`src/rtl/fir_mac_if.sv`:
```
// Tap-stream and output bundle between the delay pipeline and the MAC stage.
// The master drives one tap per strobe; the slave returns samples and status pulses.
interface fir_mac_if #(
   parameter int DATA_W  = 16,
   parameter int COEFF_W = 16,
   parameter int CNT_W   = 6
);
   logic                      en;
   logic [CNT_W-1:0]          current_count;
   logic signed [DATA_W-1:0]  input_mux;
   logic signed [COEFF_W-1:0] coeff;
   logic signed [DATA_W-1:0]  filter_out;
   logic                      out_valid;
   logic                      seq_err;

   modport master (
      output en, current_count, input_mux, coeff,
      input  filter_out, out_valid, seq_err
   );

   modport slave (
      input  en, current_count, input_mux, coeff,
      output filter_out, out_valid, seq_err
   );
endinterface

```
`src/rtl/fir_mac_accumulator.sv`:
```
// Serial multiply-accumulate for one 64-tap band filter: product, accumulate and
// round/saturate stages, with a tap-sequence FSM that discards out-of-order frames.
module fir_mac_accumulator #(
   parameter int NUM_TAPS  = 64,
   parameter int DATA_W    = 16,
   parameter int COEFF_W   = 16,
   parameter int ACC_W     = 40,
   parameter int FRAC_BITS = 15
) (
   input logic      clk,
   input logic      rst_n,
   fir_mac_if.slave bus
);
   localparam int CNT_W  = $clog2(NUM_TAPS);
   localparam int PROD_W = DATA_W + COEFF_W;
   localparam logic [CNT_W-1:0]        LAST_TAP = CNT_W'(NUM_TAPS - 1);
   localparam logic signed [ACC_W-1:0] HALF     = ACC_W'(1) <<< (FRAC_BITS - 1);
   localparam logic signed [ACC_W-1:0] OUT_MAX  = ACC_W'((2 ** (DATA_W - 1)) - 1);
   localparam logic signed [ACC_W-1:0] OUT_MIN  = -(ACC_W'(2 ** (DATA_W - 1)));

   typedef enum logic [1:0] {SYNC, ACCUM, DUMP} state_t;

   state_t                    state, state_next;
   logic signed [PROD_W-1:0]  p_reg;
   logic [CNT_W-1:0]          cnt_reg;
   logic                      v1;
   logic signed [ACC_W-1:0]   acc, acc_next, prod_ext, rnd;
   logic [CNT_W-1:0]          exp_cnt, exp_next;
   logic                      seq_err_next;
   logic signed [DATA_W-1:0]  sat_val, filter_q;
   logic                      out_valid_q, seq_err_q;

   // NOTE: clocked state uses non-blocking assignments so every register samples pre-edge values.
   always_ff @(posedge clk or negedge rst_n) begin
      if (!rst_n) begin
         p_reg   <= '0;
         cnt_reg <= '0;
         v1      <= 1'b0;
      end else begin
         v1 <= bus.en;
         if (bus.en) begin
            p_reg   <= bus.input_mux * bus.coeff;
            cnt_reg <= bus.current_count;
         end
      end
   end

   assign prod_ext = {{(ACC_W - PROD_W){p_reg[PROD_W-1]}}, p_reg};

   // NOTE: every always_comb output gets a default first, so no path can infer a latch.
   always_comb begin
      state_next   = state;
      acc_next     = acc;
      exp_next     = exp_cnt;
      seq_err_next = 1'b0;
      case (state)
         SYNC: begin
            if (v1 && cnt_reg == '0) begin
               acc_next   = prod_ext;
               exp_next   = CNT_W'(1);
               state_next = ACCUM;
            end
         end
         ACCUM: begin
            if (v1) begin
               if (cnt_reg == exp_cnt) begin
                  acc_next = (cnt_reg == '0) ? prod_ext : acc + prod_ext;
                  exp_next = exp_cnt + CNT_W'(1);
                  if (cnt_reg == LAST_TAP) state_next = DUMP;
               end else begin
                  seq_err_next = 1'b1;
                  if (cnt_reg == '0) begin
                     acc_next = prod_ext;
                     exp_next = CNT_W'(1);
                  end else begin
                     state_next = SYNC;
                  end
               end
            end
         end
         DUMP: begin
            state_next = ACCUM;
            exp_next   = '0;
            // A non-zero tap here belongs to no frame yet, so resync quietly.
            if (v1) begin
               if (cnt_reg == '0) begin
                  acc_next = prod_ext;
                  exp_next = CNT_W'(1);
               end else begin
                  state_next = SYNC;
               end
            end
         end
         default: state_next = SYNC;
      endcase
   end

   assign rnd = (acc + HALF) >>> FRAC_BITS;

   always_comb begin
      sat_val = rnd[DATA_W-1:0];
      if (rnd > OUT_MAX)      sat_val = OUT_MAX[DATA_W-1:0];
      else if (rnd < OUT_MIN) sat_val = OUT_MIN[DATA_W-1:0];
   end

   always_ff @(posedge clk or negedge rst_n) begin
      if (!rst_n) begin
         state       <= SYNC;
         acc         <= '0;
         exp_cnt     <= '0;
         filter_q    <= '0;
         out_valid_q <= 1'b0;
         seq_err_q   <= 1'b0;
      end else begin
         state       <= state_next;
         acc         <= acc_next;
         exp_cnt     <= exp_next;
         seq_err_q   <= seq_err_next;
         out_valid_q <= (state == DUMP);
         if (state == DUMP) filter_q <= sat_val;
      end
   end

   assign bus.filter_out = filter_q;
   assign bus.out_valid  = out_valid_q;
   assign bus.seq_err    = seq_err_q;
endmodule
```
`src/flat_wrapper.sv`:
```
// flat-port wrapper written by rule: the top's interface ports become plain ports
module fir_mac_accumulator_flat 
#(
   parameter int NUM_TAPS  = 64,
   parameter int DATA_W    = 16,
   parameter int COEFF_W   = 16,
   parameter int ACC_W     = 40,
   parameter int FRAC_BITS = 15
)
  (clk, rst_n, bus_en, bus_current_count, bus_input_mux, bus_coeff, bus_filter_out, bus_out_valid, bus_seq_err);
  fir_mac_if #(.DATA_W(DATA_W), .COEFF_W(COEFF_W)) bus_i ();
  input logic clk;
  input logic rst_n;
  input wire logic [$bits(bus_i.en)-1:0] bus_en;
  input wire logic [$bits(bus_i.current_count)-1:0] bus_current_count;
  input wire logic [$bits(bus_i.input_mux)-1:0] bus_input_mux;
  input wire logic [$bits(bus_i.coeff)-1:0] bus_coeff;
  output wire logic [$bits(bus_i.filter_out)-1:0] bus_filter_out;
  output wire logic [$bits(bus_i.out_valid)-1:0] bus_out_valid;
  output wire logic [$bits(bus_i.seq_err)-1:0] bus_seq_err;
  assign bus_i.en = bus_en;
  assign bus_i.current_count = bus_current_count;
  assign bus_i.input_mux = bus_input_mux;
  assign bus_i.coeff = bus_coeff;
  assign bus_filter_out = bus_i.filter_out;
  assign bus_out_valid = bus_i.out_valid;
  assign bus_seq_err = bus_i.seq_err;
  fir_mac_accumulator #(.NUM_TAPS(NUM_TAPS), .DATA_W(DATA_W), .COEFF_W(COEFF_W), .ACC_W(ACC_W), .FRAC_BITS(FRAC_BITS)) u_core (.clk(clk), .rst_n(rst_n), .bus(bus_i));
endmodule
```
`config.mk`:
```
export PLATFORM = sky130hd
export DESIGN_NAME = fir_mac_accumulator_flat
export DESIGN_NICKNAME = d
export VERILOG_FILES = /design/src/rtl/fir_mac_if.sv /design/src/rtl/fir_mac_accumulator.sv /design/src/flat_wrapper.sv
export SDC_FILE = /design/constraint.sdc
export NUM_CORES = 1
export LEC_CHECK = 0
export CAP_MARGIN = 20
export CELL_PAD_IN_SITES_DETAIL_PLACEMENT = 0
export CELL_PAD_IN_SITES_GLOBAL_PLACEMENT = 1
export CORE_UTILIZATION = 41
export DETAILED_ROUTE_END_ITERATION = 16
export PLACE_DENSITY_LB_ADDON = 0.1
export SLEW_MARGIN = 20
export SYNTH_ARGS = -nofsm -noshare
export SYNTH_HDL_FRONTEND = slang
export SYNTH_SLANG_ARGS = --single-unit
```
`constraint.sdc`:
```
create_clock -name clk -period 3.9 [get_ports clk]
set_input_delay 0.78 -clock clk [delete_from_list [all_inputs] [get_ports clk]]
set_output_delay 0.78 -clock clk [all_outputs]
set_load 0.1 [all_outputs]
```
Yosys cells after proc, flatten, opt, wreduce, memory -nomap -nowiden
Cells that the tools add are included.
W data, S select, Z words.

storage, ports and cells
  flip-flop bits (word level) = 105
  bits of input ports = 41
  output and inout port bits = 18
  logic and storage cells = 59

cells by class
  add/subtract/negate cells = 3
  multipliers = 1
  order comparisons = 2
  eq/ne operators = 10
  mux-type cells = 27
  reduce and logical (&&, ||, !) cells = 7

operator list
  operator                  count
  $mux W40                  6
  $pmux W40 S3              1
  $add A40 B16 Y40 const B  1
  $add A40 B32 Y40          1
  $mul A16 B16 Y32          1
  $mux W16                  2
  $mux W6                   5
  $gt A25 B16 Y1 const B    1
  $lt A25 B16 Y1 const B    1
  $pmux W6 S3               1
  $mux W2                   6
  $reduce_and A4 Y1         3
  $add A6 B1 Y6 const B     1
  $eq A6 B6 Y1              1
  $eq A6 B6 Y1 const B      1
  $logic_not A6 Y1          1
  $ne A2 B1 Y1 const B      3
  $pmux W2 S3               1
  $mux W1                   5
  $ne A3 B1 Y1 const B      1
  $ne A3 B2 Y1 const B      1
  $ne A3 B3 Y1 const B      1
  $reduce_bool A3 Y1        1
  $eq A2 B1 Y1 const B      1
  3 further kinds           3

Logic depth before layout (Yosys ltp)
Gate-level depths: netlist of run 1.

  word-level depth = 5
  gate-level depth with buffers = 24
  gate-level depth less buffers = 23

Least setup slack after synthesis of run 1
No wires, ideal clock.

  path kind = input-to-reg
  start point = in bus_input_mux[15]
  end point = reg u_core.p_reg[29]
  setup time = 0.125 ns
  arrival time = 6.451 ns
  required time = 3.775 ns
  slack = -2.675 ns
  stages = 19
  path buffers = 2
  cell sequence = clkbuf_1 -> nand2_1 -> fa_1 -> inv_1 -> fa_1 -> fa_1 -> fa_1 -> fa_1 -> inv_1 -> fa_1 -> inv_1 -> ha_1 -> clkbuf_1 -> nand4_1 -> nor4_1 -> a211oi_2 -> o311a_1 -> xnor2_1 -> mux2_2

on the way
  longest elaborated chain between the ends = 1

ends and longest elaborated chain
  element                 line                       source
  start: declaration      flat_wrapper.sv:16         input wire logic [$bits(bus_i.input_mux)-1:0] bus_input_mux;
  $mul A16 B16 Y32        fir_mac_accumulator.sv:42  p_reg <= bus.input_mux * bus.coeff;
  end signal: assignment  fir_mac_accumulator.sv:42
  end: declaration        fir_mac_accumulator.sv:24  logic signed [PROD_W-1:0] p_reg;

Every way passes these cells.
A chain may end at the register's enable or synchronous reset.

Worst setup path after layout of run 1
  start point = in bus_input_mux[6]
  end point = reg u_core.p_reg[23]

Same word-level chain as after synthesis.

==> results of run 1 <==
critical path: stages:
cell and delay (ns):
buf_2 0.10, buf_6 0.13, buf_4 0.14, and2_4 0.13, fa_1 0.52, inv_1 0.06, fa_2 0.46, fa_2 0.54
inv_2 0.04, fa_1 0.46, fa_1 0.50, inv_2 0.04, fa_1 0.54, inv_2 0.04, ha_4 0.22, buf_6 0.12
and3_4 0.16, a32o_2 0.28, buf_6 0.13, a21oi_4 0.18, nor2_4 0.05, a211o_1 0.27, a21oi_2 0.15, xnor2_1 0.08
mux2_4 0.25
routing by layer:
layer	GRT usage	vias up
met3	0.01257	70
li1	-	7081
met4	0.07123	0
met2	0.3923	259
met5	0	-
met1	0.3071	7068
through the flow:
| stage | worst slack [ns] | hold slack, ns | utilization |
|---|---|---|---|
| 6_report | -2.239 | 0.4090 | 0.5322 |
| 3_5_place_dp | -3.165 | 0.4806 | 0.4883 |
| 5_1_grt | -2.452 | 0.4517 | 0.5322 |
| 3_3_place_gp | -3.128 | 0.4728 | 0.4883 |
| 4_1_cts | -2.359 | 0.4274 | 0.5214 |
| 2_1_floorplan | -2.134 | 0.4563 | - |
placed cells by master, fill, tap and decap left out, drive strengths merged, types with 15 or more instances in the layout:
cell,instances
inv,350
buf,309
fa,263
nand2,197
and2,135
ha,127
dfrtp,105
nor2,104
a21oi,101
o21ai,85
xnor2,55
a21o,45
xor2,36
nand3,32
mux2,31
nor3,28
clkdlybuf4s50,25
and3,20
a211o,18
nand4,16
a22oi,15
clkbuf,15
path summary, 6_finish.rpt:
path | from | endpoint | slack (ns) | cells after the start
max | bus_input_mux[6] | u_core.p_reg[23] | -2.24 | 25
min | rst_n | u_core.cnt_reg[1] | 0.41 | 1
max reg2reg | u_core.acc[0] | u_core.acc[34] | 0.50 | 10
min reg2reg | u_core.bus.filter_out[5] | u_core.bus.filter_out[5] | 0.49 | 1
max in group asynchronous | rst_n | u_core.acc[26] | 2.73 | 2
min in group clk | u_core.bus.filter_out[5] | u_core.bus.filter_out[5] | 0.49 | 1
repair_timing:
item,4_1_cts,5_1_grt
pin swaps,108,84
gates cloned,3,0
endpoints found under the setup margin,28,27
buffers inserted,75,27
resized for setup,222,115
synth_stat cells (9+ instances only):
cell type / n / area [µm²]
a211oi_1: 9 / 67.56
nor2_1: 104 / 390.4
nand3_1: 31 / 155.2
inv_1: 349 / 1310
xnor2_1: 55 / 481.7
nand2b_1: 12 / 75.07
mux2_2: 31 / 349.1
nand4_1: 16 / 100.1
nor3_1: 26 / 130.1
o31ai_1: 10 / 75.07
a21oi_1: 98 / 490.5
nand2_1: 197 / 739.5
dfrtp_1: 105 / 2628
o21a_1: 9 / 67.56
a21o_1: 45 / 337.8
and2_1: 134 / 838.3
a31oi_1: 11 / 68.82
o21ai_1: 10 / 50.05
o211ai_1: 12 / 90.09
xor2_1: 36 / 315.3
fa_1: 263 / 5265
ha_1: 127 / 1589
clkbuf_1: 69 / 259.0
o21ai_0: 73 / 365.4
a211o_1: 18 / 157.7
a22oi_1: 15 / 112.6
and3_1: 20 / 125.1
layout make-up:
cell class	instances	area, µm²
inverters	349	1315
well taps	539	674.4
clock buffers	9	225.2
clock inverters	6	43.79
multi-input cells	1474	14360
flip-flops and latches	105	2628
repair buffers	349	3224
fillers	3928	19750
logic make-up (layout without fill, tap and decap cells):
kind of cell             after synthesis  in the layout
AND/OR/NAND/NOR                      578            578
buffers and inverters                429            713
adder cells (fa/ha/maj)              390            390
AO/OA/AOI/OAI                        381            381
flip-flops                           105            105
XOR/XNOR                              91             91
multiplexers                          34             34
==> impl_metrics.toml, run 1 <==
[run_status]
outcome = "complete, but fails checks"
violations = "negative setup slack"

[sta]
setup_viol = 26
finalSetupTns_ns = -45.30
period_needed_ns = 6.139
rsz0062_at_grt = "yes"
fin_ws_ns = -2.239
period_share = 1.574
clock-skew-final_ns = 0.01155
tightest_slew_ns = 0.9694
fmax_mhz = 162.9
relSlewSlack = 0.3517
final_max_slew_viol_count = 0
finalHoldViolCount = 0

[final_layout]
stdcell_area_um2 = 22470
antenna_cells = 0
largest_reg_flops = 40
syn2layout_area_growth_pct = 27.19
layout-drive-gt1-share = 0.2600
layoutNonFillerInstCount = 2831
nets = 2719

[route]
final_antenna_net_count = 0
wl_met1_um = 22780
drc = 0
wl_um = 48580
routedWlPerCell_um = 17.16
maxUsedRoutingLayer = "met4"
num_vias = 14480
drtIter0Drc = 788
dr_wl_met3_um = 878
vias_per_cell = 5.114
drtPass1Iterations = 5
met2_length_um = 23470

[floorplan]
std_cell_rows = 75
dieArea_um2 = 43930
die_h_um = 209.6
start_util = 0.4184
ios = 59
coreArea_um2 = 42230
fp.dieW_um = 209.6

[critical_path]
end_kind = "flop"
path_class = "input port to flop"
path_max_fanout = 5
crit_required_ns = 4.14
cp.arrival_ns = 6.38
cp-start-kind = "input port"

[clock_network]
cts_buffer_depth = 2
clkSinkCount = 105
hold_buffers = 0
path_clk_slew_ns = 0.07
clock-root-buffer = "clkbuf_16"
cts_tree = "yes"
cts-buffers-inserted = 9
cts.htree.levels = 3
insertion_delay_ns = 0.36

[synth]
synth_flop_cell = "dfrtp_1"
synth_fa_ha_area_frac = 0.3879
synth_top_family_by_area = "adder cells"
synthSimpleGateAreaFrac = 0.1607
synth_xor_area_frac = 0.04511
ys_seq_area_frac = 0.1487
synth_compound_area_frac = 0.1439
syn-cell-area_um2 = 17670
synth_edf_count = 0
avgSynthCellArea_um2 = 8.800
yosysUniqueCellTypes = 79
ys_ff_latch = 105
ys_warn_count = 0
netlist_instances = 2008
async_flop_share = 1.000
synth_nets = 2439
synth_mux_area_frac = 0.02146

[global_route]
grt_pass1_wl_um = 80020
grt_pass1_vias = 15290
grt_usage = 0.2273
antenna_found_initial = 0
grt_max_degree = 64
grt-ovfl-total = 0

[placed_design]
dp_hpwl_um = 38450
place_congestion = 0.8559
post-place-cells = 2718
dpl_cell_area_um2 = 20620
port_buffers = 58

[min_path]
hold_path.class = "input port to async pin"

[run]
cap_violations = 0
Power of run 1 is not shown: default switching activity piles up to over one toggle a cycle in this logic, so the estimate is an artifact.
==> inputs of run 2 (changes only) <==
--- a/config.mk
+++ b/config.mk
@@ -10,7 +10,9 @@
 export CELL_PAD_IN_SITES_GLOBAL_PLACEMENT = 1
 export CORE_UTILIZATION = 41
 export DETAILED_ROUTE_END_ITERATION = 16
+export GPL_TIMING_DRIVEN = 0
 export PLACE_DENSITY_LB_ADDON = 0.1
+export SKIP_CTS_REPAIR_TIMING = 1
 export SLEW_MARGIN = 20
 export SYNTH_ARGS = -nofsm -noshare
 export SYNTH_HDL_FRONTEND = slang
==> impl_metrics.toml, run 2 (synthesis results as in run 1) <==
[run_status]
outcome = "complete, but fails checks"
violations = "negative setup slack"

[final_layout]
layoutNonFillerInstCount = 2685
final_util = 0.5017
syn2layout_area_growth_pct = 19.89
nets = 2574
layout.cells.most_common_list = "inv_1 (310), fa_1 (245), nand2_1 (177)"
layout-drive-gt1-share = 0.1743
largest_reg_flops = 40
antenna_cells = 0
layout_commonest_cell = "inv_1"
stdcell_area_um2 = 21180
fillers = 4027

[critical_path]
path_cells = "buf_12 -> clkbuf_16 -> nand2_4 -> inv_4 -> fa_2 -> buf_4 -> fa_2 -> fa_1 -> fa_1 -> fa_1 -> inv_2 -> fa_1 -> inv_1 -> ha_4 -> nand4_1 -> nor4_4 -> a211oi_4 -> o311a_1 -> a21oi_2 -> xnor2_2 -> a21oi_2"
cp-start-kind = "input port"
cpMostUsedCell = "fa_1"
path_buf_inv = 6
cp_slowest_stage_delay_ns = 0.59
critical-path-top-delay-family = "adder cells"
path_class = "input port to flop"
crit_required_ns = 4.13
path_max_fanout = 6
end_kind = "flop"
crit_slowest_cell = "fa_1"
cp.arrival_ns = 6.35

[route]
vias_per_cell = 5.238
drc = 0
wl_um = 51100
drtPass1Iterations = 5
final_antenna_net_count = 0
drtIter0Drc = 1004
routedWlPerCell_um = 19.03
num_vias = 14070

[sta]
fin_ws_ns = -2.215
period_needed_ns = 6.115
setup_viol = 26
relSlewSlack = 0.2721
final_max_slew_viol_count = 0
clock-skew-final_ns = 0.01073
finalSetupTns_ns = -41.36
fmax_mhz = 163.5
rsz0062_at_grt = "yes"
finalHoldViolCount = 0
tightest_slew_ns = 1.083
period_share = 1.568

[floorplan]
ios = 59
std_cell_rows = 75
start_util = 0.4184
dieArea_um2 = 43930
coreArea_um2 = 42230
die_h_um = 209.6
fp.dieW_um = 209.6

[clock_network]
clock-root-buffer = "clkbuf_16"
clkSinkCount = 105
cts.htree.levels = 3
cts_tree = "yes"
path_clk_slew_ns = 0.07
cts-buffers-inserted = 9
insertion_delay_ns = 0.37
cts_buffer_depth = 2

[global_route]
grt_pass1_vias = 14390
antenna_found_initial = 0
grt-ovfl-total = 0
grt_usage = 0.2329
grt_max_degree = 54
grt_pass1_wl_um = 79510

[placed_design]
dp_hpwl_um = 41520
post-place-cells = 2606
port_buffers = 58
dpl_cell_area_um2 = 19590
place_congestion = 0.9369

[min_path]
hold_path.class = "input port to async pin"

[run]
cap_violations = 0
==> run 2: cell count changes in the layout (fill, tap and decap cells not counted), sizes merged <==
cell / previous run / this run
clkdlybuf4s50: 25 / 26
clkdlybuf4s15: 5 / 0
buf: 309 / 122
bufinv: 0 / 2
clkbuf: 15 / 66
clkinv: 4 / 1
dlygate4sd2: 4 / 0
clkinvlp: 1 / 0
==> run 2: path summary, 6_finish.rpt <==
check | start | slack, ns | cells after the start | endpoint
hold reg to reg | u_core.bus.filter_out[13] | 0.49 | 1 | u_core.bus.filter_out[13]
setup / recovery | bus_input_mux[15] | -2.22 | 21 | u_core.p_reg[31]
max in group asynchronous | rst_n | 2.89 | 2 | u_core.p_reg[31]
setup reg to reg | u_core.p_reg[0] | 0.37 | 10 | u_core.acc[34]
hold / removal | rst_n | 0.35 | 1 | u_core.cnt_reg[2]
min in group clk | u_core.bus.filter_out[13] | 0.49 | 1 | u_core.bus.filter_out[13]
==> run 2: final cells by class <==
cell class | instances | area, µm² | area share
buffer | 80 | 728.2 | 0.03437
clock buffer | 10 | 239.0 | 0.01128
clock inverter | 4 | 77.57 | 0.003662
inverter | 349 | 1318 | 0.06219
multi-input combinational | 1474 | 14200 | 0.6705
sequential | 105 | 2628 | 0.1240
tap | 539 | 674.4 | 0.03184
timing repair buffer | 124 | 1316 | 0.06213
==> run 2: metrics by stage <==
step | hold slack (ns) | setup slack, ns
after global placement | 0.4735 | -3.539
after CTS | 0.3703 | -3.133
after detailed placement | 0.4803 | -3.508
final | 0.3509 | -2.215
after global routing | 0.3983 | -2.374
after floorplan | 0.4563 | -2.134
==> run 2: layer usage <==
| metal | global-route usage | part of all wire | vias to the layer above |
|---|---|---|---|
| met1 | 0.3152 | 0.46 | 6894 |
| met3 | 0.01407 | 0.026 | 72 |
| met4 | 0.08658 | 0.026 | 0 |
| li1 | - | - | 6804 |
| met2 | 0.3943 | 0.49 | 295 |
| met5 | 0 | 0 | - |
Power of run 2 is left out for the same reason.
==> inputs of run 3 (changes only) <==
--- a/config.mk
+++ b/config.mk
@@ -8,9 +8,10 @@
 export CAP_MARGIN = 20
 export CELL_PAD_IN_SITES_DETAIL_PLACEMENT = 0
 export CELL_PAD_IN_SITES_GLOBAL_PLACEMENT = 1
-export CORE_UTILIZATION = 41
+export CORE_UTILIZATION = 45
 export DETAILED_ROUTE_END_ITERATION = 16
 export GPL_TIMING_DRIVEN = 0
+export MAX_ROUTING_LAYER = met4
 export PLACE_DENSITY_LB_ADDON = 0.1
 export SKIP_CTS_REPAIR_TIMING = 1
 export SLEW_MARGIN = 20
==> impl_metrics.toml, run 3 (synthesis results as in run 1) <==
[run_status]
outcome = "complete, but fails checks"
violations = "negative setup slack"

[floorplan]
coreArea_um2 = 38650
dieArea_um2 = 40060
std_cell_rows = 72
die_h_um = 200.2
ios = 59
fp.dieW_um = 200.2
start_util = 0.4572

[route]
num_vias = 14400
vias_per_cell = 5.371
routedWlPerCell_um = 19.01
drtPass1Iterations = 5
drc = 0
wl_um = 50940
final_antenna_net_count = 0
drtIter0Drc = 885

[final_layout]
layout_commonest_cell = "inv_1"
multi_input_area_um2 = 14220
nets = 2588
largest_reg_flops = 40
final_util = 0.5517
fillers = 3497
layout.cells.most_common_list = "inv_1 (302), fa_1 (242), nand2_1 (174)"
syn2layout_area_growth_pct = 20.68
seq_area_um2 = 2628
layout-drive-gt1-share = 0.1859
antenna_cells = 0

[critical_path]
rrSetupSlack_ns = 0.37
cp_slowest_stage_delay_ns = 0.57
cp-start-kind = "input port"
path_max_fanout = 8
cpMostUsedCell = "fa_1"
reg2reg_depth = 10
cp.depth = 23
critical-path-top-delay-family = "adder cells"
path_cells = "buf_12 -> buf_6 -> and2_1 -> fa_1 -> inv_1 -> fa_1 -> inv_2 -> fa_2 -> fa_1 -> fa_1 -> inv_2 -> fa_1 -> inv_2 -> ha_4 -> buf_8 -> a21oi_4 -> o21ai_4 -> nand3_2 -> a21oi_2 -> a211oi_4 -> o311a_1 -> xnor2_1 -> mux2_4"
crit_path_start = "bus_coeff[6]"
end_kind = "flop"
path_buf_inv = 7
crit_required_ns = 4.15
r2r-start = "u_core.state[0]"
crit_slowest_cell = "fa_1"
cp.arrival_ns = 6.36
path_class = "input port to flop"

[placed_design]
dp_hpwl_um = 41070
port_buffers = 58
dp_slack_ns = -3.493
place_congestion = 0.8910

[sta]
period_needed_ns = 6.107
final_max_slew_viol_count = 0
setup_viol = 26
fin_ws_ns = -2.207
relSlewSlack = 0.2144
rsz0062_at_grt = "yes"
finalSetupTns_ns = -41.53
fmax_mhz = 163.8
tightest_slew_ns = 1.169
clock-skew-final_ns = 0.01391
period_share = 1.566
finalHoldViolCount = 0
holdWs_ns = 0.2804

[clock_network]
clkSinkCount = 105
cts-buffers-inserted = 9
cts_buffer_depth = 2
path_clk_slew_ns = 0.08
insertion_delay_ns = 0.37
clock-root-buffer = "clkbuf_16"
cts.htree.levels = 3
cts_tree = "yes"

[global_route]
grt_max_degree = 73
grt_usage = 0.2602
antenna_found_initial = 0
grt_pass1_vias = 14570
grt_pass1_wl_um = 79360
grt-ovfl-total = 0

[run]
cap_violations = 0

[min_path]
hold_path.class = "input port to async pin"
## run 3: cell type report
type,instances,area share
Buffer,80,0.03474
Clock buffer,11,0.01138
Clock inverter,5,0.002112
Inverter,349,0.06202
Multi-Input combinational cell,1474,0.6669
Sequential cell,105,0.1232
Tap cell,518,0.03040
Timing Repair Buffer,138,0.06918
## run 3: worst paths after layout
path / endpoint
max: u_core.p_reg[29]
min: u_core.cnt_reg[0]
max reg2reg: u_core.acc[17]
min reg2reg: u_core.bus.filter_out[9]
max in group asynchronous: u_core.p_reg[25]
min in group clk: u_core.bus.filter_out[9]
## run 3: layer usage
metal  wire length [µm]  track usage  vias up
met1              22110       0.3270     7167
met5                  0            -        -
met3               1734      0.02262       82
met4               1695      0.08544        0
met2              25400       0.4422      328
li1                   -            -     6818
## run 3: stage by stage
step | instance area, µm² | cells
CTS | 19860 | 2601
detailed placement | 19570 | 2585
finish | 21320 | 2680
global placement | 19540 | 2584
floorplan | 18310 | 2008
global route | 21320 | 2680
Power of run 3 is left out for the same reason.
